--- src/rtl/fsm_esteira_multi.sv ---
// Multi-destination conveyor belt controller: drives the belt toward a selected station,
// debounces that station's sensor, pauses on the cork alarm and flags a move timeout.
module fsm_esteira_multi #(
  parameter int N_DEST         = 3,
  parameter int DEST_W         = 2,
  parameter int DEB_CYCLES     = 4,
  parameter int TIMEOUT_CYCLES = 1000,
  parameter int CNT_W          = 16
) (
  input  logic              clk,
  input  logic              reset,
  input  logic              cmd_mover,
  input  logic [DEST_W-1:0] dest_sel,
  input  logic [N_DEST-1:0] sensores,
  input  logic              alarme_rolha,
  output logic              motor_ativo,
  output logic              tarefa_concluida,
  output logic              erro_timeout,
  output logic              pausado,
  output logic [2:0]        estado,
  output logic [DEST_W-1:0] dest_ativo
);

  typedef enum logic [2:0] {
    IDLE    = 3'd0,
    MOVENDO = 3'd1,
    PARADO  = 3'd2,
    PAUSA   = 3'd3,
    ERRO    = 3'd4
  } state_t;

  localparam int                N_SEL     = 2 ** DEST_W;
  localparam logic [DEST_W:0]   N_DEST_W  = (DEST_W + 1)'(N_DEST);
  localparam logic [CNT_W-1:0]  DEB_LAST  = CNT_W'(DEB_CYCLES - 1);
  localparam logic [CNT_W-1:0]  TMO_LAST  = CNT_W'(TIMEOUT_CYCLES - 1);

  state_t            state_reg, state_next;
  logic [DEST_W-1:0] dest_reg, dest_next;
  logic [CNT_W-1:0]  deb_cnt_reg, deb_cnt_next;
  logic [CNT_W-1:0]  tmo_cnt_reg, tmo_cnt_next;

  // Zero-padded so any latched index selects a defined bit.
  logic [N_SEL-1:0]  sens_pad;
  logic              sel_sensor;
  logic              dest_ok;

  always_comb begin
    sens_pad = '0;
    sens_pad[N_DEST-1:0] = sensores;
  end

  assign sel_sensor = sens_pad[dest_reg];
  assign dest_ok    = ({1'b0, dest_sel} < N_DEST_W);

  always_ff @(posedge clk or posedge reset) begin
    if (reset) begin
      state_reg   <= IDLE;
      dest_reg    <= '0;
      deb_cnt_reg <= '0;
      tmo_cnt_reg <= '0;
    end else begin
      state_reg   <= state_next;
      dest_reg    <= dest_next;
      deb_cnt_reg <= deb_cnt_next;
      tmo_cnt_reg <= tmo_cnt_next;
    end
  end

  always_comb begin
    state_next   = state_reg;
    dest_next    = dest_reg;
    deb_cnt_next = deb_cnt_reg;
    tmo_cnt_next = tmo_cnt_reg;
    case (state_reg)
      IDLE: begin
        if (cmd_mover && !alarme_rolha && dest_ok) begin
          state_next   = MOVENDO;
          dest_next    = dest_sel;
          deb_cnt_next = '0;
          tmo_cnt_next = '0;
        end
      end
      MOVENDO: begin
        tmo_cnt_next = tmo_cnt_reg + CNT_W'(1);
        deb_cnt_next = sel_sensor ? deb_cnt_reg + CNT_W'(1) : '0;
        if (!cmd_mover)                             state_next = IDLE;
        else if (alarme_rolha)                      state_next = PAUSA;
        else if (sel_sensor && deb_cnt_reg == DEB_LAST) state_next = PARADO;
        else if (tmo_cnt_reg == TMO_LAST)           state_next = ERRO;
      end
      PAUSA: begin
        // Timeout count is frozen here; debounce restarts after the pause.
        deb_cnt_next = '0;
        if (!cmd_mover)         state_next = IDLE;
        else if (!alarme_rolha) state_next = MOVENDO;
      end
      PARADO, ERRO: begin
        if (!cmd_mover) state_next = IDLE;
      end
      default: state_next = IDLE;
    endcase
  end

  // Motor drops combinationally on the alarm, one cycle before PAUSA is entered.
  assign motor_ativo      = (state_reg == MOVENDO) && !alarme_rolha;
  assign tarefa_concluida = (state_reg == PARADO);
  assign erro_timeout     = (state_reg == ERRO);
  assign pausado          = (state_reg == PAUSA);
  assign estado           = state_reg;
  assign dest_ativo       = dest_reg;

endmodule
--- config.mk ---
export PLATFORM = sky130hd
export DESIGN_NAME = fsm_esteira_multi
export DESIGN_NICKNAME = d
export VERILOG_FILES = /design/src/rtl/fsm_esteira_multi.sv
export SDC_FILE = /design/constraint.sdc
export NUM_CORES = 1
export LEC_CHECK = 0
export BUFFER_PORTS_ARGS = -buffer_cell sky130_fd_sc_hd__buf_2
export CORE_AREA = 10 10 76 78
export DETAILED_ROUTE_END_ITERATION = 10
export DIE_AREA = 0 0 86 88
export PLACE_DENSITY = 0.7
export SETUP_SLACK_MARGIN = 0.4
export SYNTH_ARGS = -nofsm -noshare
export SYNTH_HDL_FRONTEND = slang
export SYNTH_SLANG_ARGS = --single-unit
--- constraint.sdc ---
create_clock -name clk -period 3.4 [get_ports clk]
set_clock_uncertainty 0.2 [all_clocks]
set_input_delay 0.34 -clock clk [delete_from_list [all_inputs] [get_ports clk]]
set_output_delay 0.34 -clock clk [all_outputs]
set_load 0.02 [all_outputs]
==> flow_metrics.env, run 1 <==
export IMPL_post_route_util_pct=53.61
export IMPL_final_common_cell="dfrtp_1"
export IMPL_holdBufCountCts=1
export IMPL_pwr_share_seq_pct=41.6
export IMPL_fin_setup_tns_ns=0
export IMPL_place_detailed_hpwl_mm=3.029
export IMPL_cp_data_required_time_ns=2.86
export IMPL_syn_area_um2=2063
export IMPL_initial_core_util_pct=48.05
export IMPL_synth_warnings=0
export IMPL_max_slew_worst_pin_slew_ns=0.8330
export IMPL_ys_ff_latch=37
export IMPL_run_status="finished, final reports clean"
export IMPL_finalHoldViolations=0
export IMPL_power_frac_clock_pct=26.5
export IMPL_grt_pass1_vias=1652
export IMPL_die_h_um=88
export IMPL_core_um2=4294
export IMPL_globalRouteTotalUtil_pct=12.30
export IMPL_num_rows=24
export IMPL_max_freq_ghz=0.4205
export IMPL_worst_ep_arrival_time_ns=1.84
export IMPL_switching_share_pct=37.65
export IMPL_fin_crit_sh_pct=69.94
export IMPL_synth_edf_count=0
export IMPL_final_nets=247
export IMPL_synth_yosys_seq_area_share_pct=44.88
export IMPL_synth_flop_cell="dfrtp_1"
export IMPL_grt_ovfl_total=0
export IMPL_hp_class="primary input to register"
export IMPL_vias=1672
export IMPL_endpoint_kind="primary output"
export IMPL_period_minus_slack_ns=2.378
export IMPL_comb_power_share_pct=31.9
export IMPL_clkSinkCount=37
export IMPL_worst_r2r_setup_slack_ns=1.15
export IMPL_cts_max_path_buffers=2
export IMPL_rsz0062_at_grt="no"
export IMPL_die_area_um2=7568
export IMPL_syn_inst=217
export IMPL_drc=0
export IMPL_switchingPower_uw=557.3
export IMPL_internal_power_uw=922.9
export IMPL_post_cts_buffers=0
export IMPL_drtPass1Iterations=4
export IMPL_grt_max_degree=38
export IMPL_via_per_inst=5.785
export IMPL_synthDistinctLibCells=45
export IMPL_cts_root_buf="clkbuf_8"
export IMPL_wl_per_cell_um=15.09
export IMPL_leakagePower_uw=0.0009424
export IMPL_final_max_slew_viol_count=0
export IMPL_area_growth_pct=11.58
export IMPL_grt_pass1_wl_mm=7.665
export IMPL_die_w_um=86
export IMPL_place_gp_congestion=0.8255
export IMPL_num_antenna_cells=0
export IMPL_crit_type="register to primary output"
export IMPL_drt_iter0_markers=106
export IMPL_layout_drive_gt1_share_pct=16.03
export IMPL_clk_pin_slew_ns=0.08
export IMPL_maxSlewHeadroom_pct=44.46
export IMPL_ioPinCount=18
export IMPL_cts_max_level=2
export IMPL_cts_resized_gates=0
export IMPL_cp_start_kind="register"
export IMPL_maxCapViolations=0
export IMPL_cts_tree="built"
export IMPL_ant_nets=0
export IMPL_crit_fanout=12
export IMPL_final_cell_mix="dfrtp_1 (37), nand2_1 (23), nor2_1 (18), nand3_1 (18), buf_2 (17)"
export IMPL_syn_nets=228
export IMPL_avgSynthCellArea_um2=9.508
export IMPL_setup_violations_final=0
export IMPL_p_per_area_nw_per_um2=643.0
export IMPL_io_buffers=17
export IMPL_numCtsBuffers=5
export IMPL_clk_latency_ns=0.29
export IMPL_wl_mm=4.361
export IMPL_synth_async_sr_flop_share_pct=100.0
export IMPL_antenna_found_initial=0
export IMPL_ir_drop_mv=0.3069
## cell type report
cell class,count,area (um^2)
clock buffer,7,86.33
clock inverter,1,30.03
fill,386,1992
inverter,4,15.01
multi-input combinational,169,1077
sequential,37,925.9
tap,52,65.06
timing repair buffer,19,102.6
## metrics by stage
stage               setup slack (ns)  hold WS [ns]  instances  total power, uW  cell area [um^2]
floorplan                      1.327        0.2451        217            988.3              2063
global placement               1.209        0.2684        280             1095              2176
detailed placement             1.165        0.2698        280             1101              2176
CTS                            1.022       0.08801        289             1502              2302
global route                  0.9327        0.1059        289             1590              2302
finish                         1.022       0.09712        289             1480              2302
## kinds of logic after synthesis
group           Yosys count  synth area share, %
mux                       4                2.062
fa+ha+maj                 2                1.213
buf+inv                  11                2.910
simple gates            109                31.35
xor+xnor                 12                5.094
compound gates           42                12.49
flops                    37                44.88
## worst max-delay path, cell delays in order (launching register included)
cell	delay, ns
dfrtp_1	0.51
or3b_1	0.64
nor2_1	0.21
buf_2	0.19
## final timing paths
check                                  endpoint  cells past startpoint            start
worst max register to register    dest_ativo[1]                      3        estado[2]
worst min register to register  tmo_cnt_reg[15]                      1  tmo_cnt_reg[15]
worst min-delay path              dest_ativo[0]                      2      dest_sel[0]
worst max-delay path                motor_ativo                      3        estado[2]
max in group asynchronous        deb_cnt_reg[8]                      4            reset
min in group asynchronous       tmo_cnt_reg[12]                      4            reset
## per-layer routing
metal,vias to the layer above,track usage (%),share of wire [%],routed length [um]
met4,0,4.940,1.1,46
met1,801,14.47,46,1991
met3,4,3.343,3.9,171
met2,31,20.76,49,2153
li1,836,-,-,-
met5,-,0,0,0
## synthesized netlist by cell type (4+ instances only)
| master | instances | share of area, % |
|---|---|---|
| o21ai_1 | 11 | 2.7 |
| xnor2_1 | 12 | 5.1 |
| nand2_1 | 23 | 4.2 |
| nand3_1 | 18 | 4.4 |
| o31ai_1 | 4 | 1.5 |
| inv_1 | 4 | 0.73 |
| nor3_1 | 5 | 1.2 |
| nand4_1 | 8 | 2.4 |
| o21ai_0 | 11 | 2.7 |
| nor2_1 | 18 | 3.3 |
| nor4_1 | 5 | 1.5 |
| dfrtp_1 | 37 | 45 |
| nor2b_1 | 5 | 1.5 |
| nor3_2 | 4 | 1.9 |
## power by group through the flow
| stage | sequential, uW | clock (uW) | combinational [uW] |
|---|---|---|---|
| 3_5_place_dp | 623 | 0 | 478 |
| 2_1_floorplan | 611 | 0 | 378 |
| 6_report | 616 | 392 | 473 |
| 5_1_grt | 633 | 421 | 536 |
| 4_1_cts | 616 | 405 | 481 |
| 3_3_place_gp | 622 | 0 | 474 |
Note: power is estimated with default switching activity, not from simulation.
==> run 2, diff against run 1 <==
--- a/config.mk
+++ b/config.mk
@@ -5,10 +5,11 @@
 export SDC_FILE = /design/constraint.sdc
 export NUM_CORES = 1
 export LEC_CHECK = 0
+export ABC_AREA = 1
 export BUFFER_PORTS_ARGS = -buffer_cell sky130_fd_sc_hd__buf_2
-export CORE_AREA = 10 10 76 78
+export CORE_AREA = 10 10 78 80
 export DETAILED_ROUTE_END_ITERATION = 10
-export DIE_AREA = 0 0 86 88
+export DIE_AREA = 0 0 88 90
 export PLACE_DENSITY = 0.7
 export SETUP_SLACK_MARGIN = 0.4
 export SYNTH_ARGS = -nofsm -noshare
==> constraint.sdc (replaced) <==
create_clock -name clk -period 2.23 [get_ports clk]
set_clock_uncertainty 0.2 [all_clocks]
set_input_delay 0.223 -clock clk [delete_from_list [all_inputs] [get_ports clk]]
set_output_delay 0.223 -clock clk [all_outputs]
set_load 0.02 [all_outputs]
==> run 2 against run 1 <==
Critical path depth increased by 2. Largest power group is now combinational logic. Die area increased by 4.7%. Sequential power increased by 37%. Via count increased by 28%. Critical endpoint unchanged. Combinational power increased by 110%. Flip-flop and latch count unchanged. Routed wire length increased by 16%. Worst setup slack got worse by 0.53 ns. Non-clock buffer count increased by 14.
==> flow_metrics.env, run 2 <==
export IMPL_holdPathEnd="estado[1]"
export IMPL_ant_nets=0
export IMPL_grt_pass1_wl_mm=8.804
export IMPL_cts_max_path_buffers=2
export IMPL_wl_mm=5.051
export IMPL_synth_flop_cell="dfrtp_1"
export IMPL_p_per_area_nw_per_um2=947.3
export IMPL_synth_async_sr_flop_share_pct=100.0
export IMPL_synth_top_area_share_pct=41.86
export IMPL_synth_common_cells="nand2_1 (84), inv_1 (45), nor2_1 (42)"
export IMPL_cp_data_required_time_ns=1.81
export IMPL_rr_endpoint="deb_cnt_reg[4]"
export IMPL_post_place_ws_ns=0.2927
export IMPL_num_rows=25
export IMPL_synth_edf_count=0
export IMPL_initial_core_util_pct=48.11
export IMPL_clk_pin_slew_ns=0.08
export IMPL_synthDistinctLibCells=27
export IMPL_maxSlewHeadroom_pct=68.92
export IMPL_layout_setup_ws_ns=0.4877
export IMPL_holdPathStages=3
export IMPL_clkSinkCount=37
export IMPL_vias=2148
export IMPL_r2r_cells=8
export IMPL_numCtsBuffers=5
export IMPL_die_area_um2=7920
export IMPL_globalRouteTotalUtil_pct=13.24
export IMPL_post_route_util_pct=57.66
export IMPL_drt_iter0_markers=133
export IMPL_ir_drop_mv=0.4052
export IMPL_fin_setup_tns_ns=0
export IMPL_drtPass1Iterations=4
export IMPL_die_w_um=88
export IMPL_place_inst=391
export IMPL_final_common_cell="nand2_1"
export IMPL_worst_ep_arrival_time_ns=1.32
export IMPL_synth_yosys_seq_area_share_pct=41.86
export IMPL_setup_violations_final=0
export IMPL_post_synth_top_count_cell="nand2_1"
export IMPL_io_buffers=17
export IMPL_worstHoldStart="cmd_mover"
export IMPL_fill_cells=413
export IMPL_cts_tree="built"
export IMPL_antenna_found_initial=0
export IMPL_run_status="finished, final reports clean"
export IMPL_syn_area_um2=2212
export IMPL_max_slew_worst_pin_slew_ns=0.4662
export IMPL_fin_crit_sh_pct=78.13
export IMPL_worst_r2r_setup_slack_ns=0.52
export IMPL_finalHoldViolations=0
export IMPL_grt_max_degree=38
export IMPL_num_antenna_cells=0
export IMPL_period_minus_slack_ns=1.742
export IMPL_cts_max_level=2
export IMPL_synth_warnings=0
export IMPL_area_growth_pct=19.85
export IMPL_ioPinCount=18
export IMPL_max_freq_ghz=0.5740
export IMPL_drc=0
export IMPL_avgSynthCellArea_um2=6.891
export IMPL_wl_per_cell_um=12.26
export IMPL_r2r_start="estado[1]"
export IMPL_core_um2=4598
export IMPL_syn_inst=321
export IMPL_crit_fanout=10
export IMPL_grt_pass1_vias=1989
export IMPL_via_per_inst=5.214
export IMPL_place_gp_congestion=0.9191
export IMPL_syn_nets=332
export IMPL_final_nets=368
export IMPL_final_cell_mix="nand2_1 (82), inv_1 (45), nor2_1 (36), dfrtp_1 (36), nand3_1 (33)"
export IMPL_synth_area_leaders="dfrtp_1 (42%), nand2_1 (14%), nand3_1 (7.7%)"
export IMPL_clk_latency_ns=0.29
export IMPL_yosysTopAreaCell="dfrtp_1"
export IMPL_leakagePower_uw=0.001327
export IMPL_final_cells=412
export IMPL_rsz0062_at_grt="yes"
export IMPL_grt_ovfl_total=0
export IMPL_crit_type="register to primary output"
export IMPL_hp_class="primary input to register"
export IMPL_endpoint_kind="primary output"
export IMPL_die_h_um=90
export IMPL_place_detailed_hpwl_mm=3.694
export IMPL_maxCapViolations=0
export IMPL_layout_drive_gt1_share_pct=16.20
export IMPL_ys_ff_latch=37
export IMPL_final_max_slew_viol_count=0
export IMPL_cts_root_buf="clkbuf_8"
export IMPL_cp_start_kind="register"
-- run 2: cells by family after synthesis --
family / after synthesis / share of synthesized area [%]
compound gates: 41 / 10.07
xor+xnor: 1 / 0.3960
fa+ha+maj: 2 / 1.131
buf+inv: 54 / 9.785
flops: 37 / 41.86
mux: 2 / 0.9050
simple gates: 184 / 35.86
-- run 2: worst max path at each step --
stage / cells past startpoint / startpoint / to / slack (ns)
detailed placement: 8 / estado[2] / tmo_cnt_reg[15] / 0.29
floorplan: 9 / estado[2] / estado[2] / 0.50
finish: 5 / estado[0] / motor_ativo / 0.49
global route: 9 / deb_cnt_reg[0] / deb_cnt_reg[10] / 0.36
CTS: 8 / estado[2] / tmo_cnt_reg[15] / 0.40
global placement: 8 / estado[2] / tmo_cnt_reg[15] / 0.36
-- run 2: timing repair --
item	in CTS	in global routing
resized for setup	3	13
pin swaps	0	5
endpoints found under the hold margin	39	0
endpoints found under the setup margin	15	22
buffers inserted	0	10
hold buffers	3	0
-- run 2: routing by layer --
metal	part of all wire [%]	global-route usage [%]
met4	1.4	4.388
met3	4.2	3.159
met1	47	17.16
met5	0	0
met2	48	20.81
-- run 2: where the power goes --
| group | internal, uW | switching [uW] | total (uW) |
|---|---|---|---|
| sequential | 760 | 81.8 | 842 |
| clock | 444 | 241 | 686 |
| combinational | 362 | 622 | 984 |
| total | 1570 | 945 | 2510 |
-- run 2: stage by stage --
step	total power [uW]	hold slack, ns	instance area [um^2]
5_1_grt	2682	0.04551	2651
6_report	2512	0.04103	2651
4_1_cts	2354	0.02730	2535
3_5_place_dp	1637	0.1624	2359
2_1_floorplan	1442	0.1440	2212
3_3_place_gp	1624	0.1581	2359
-- run 2: worst max-delay path: stages (launching register included) --
cell and delay [ns]:
dfrtp_1 0.39, inv_2 0.07, nor2_4 0.15, nand2_4 0.13
nor2_4 0.11, buf_2 0.17
-- run 2: cell type report --
type / instances / area, um^2 / area share [%]
clock inverter: 3 / 65.06 / 2.454
inverter: 50 / 190.2 / 7.173
sequential: 37 / 927.1 / 34.97
tap: 54 / 67.56 / 2.548
clock buffer: 5 / 68.82 / 2.596
timing repair buffer: 33 / 212.7 / 8.023
multi-input combinational: 230 / 1120 / 42.24
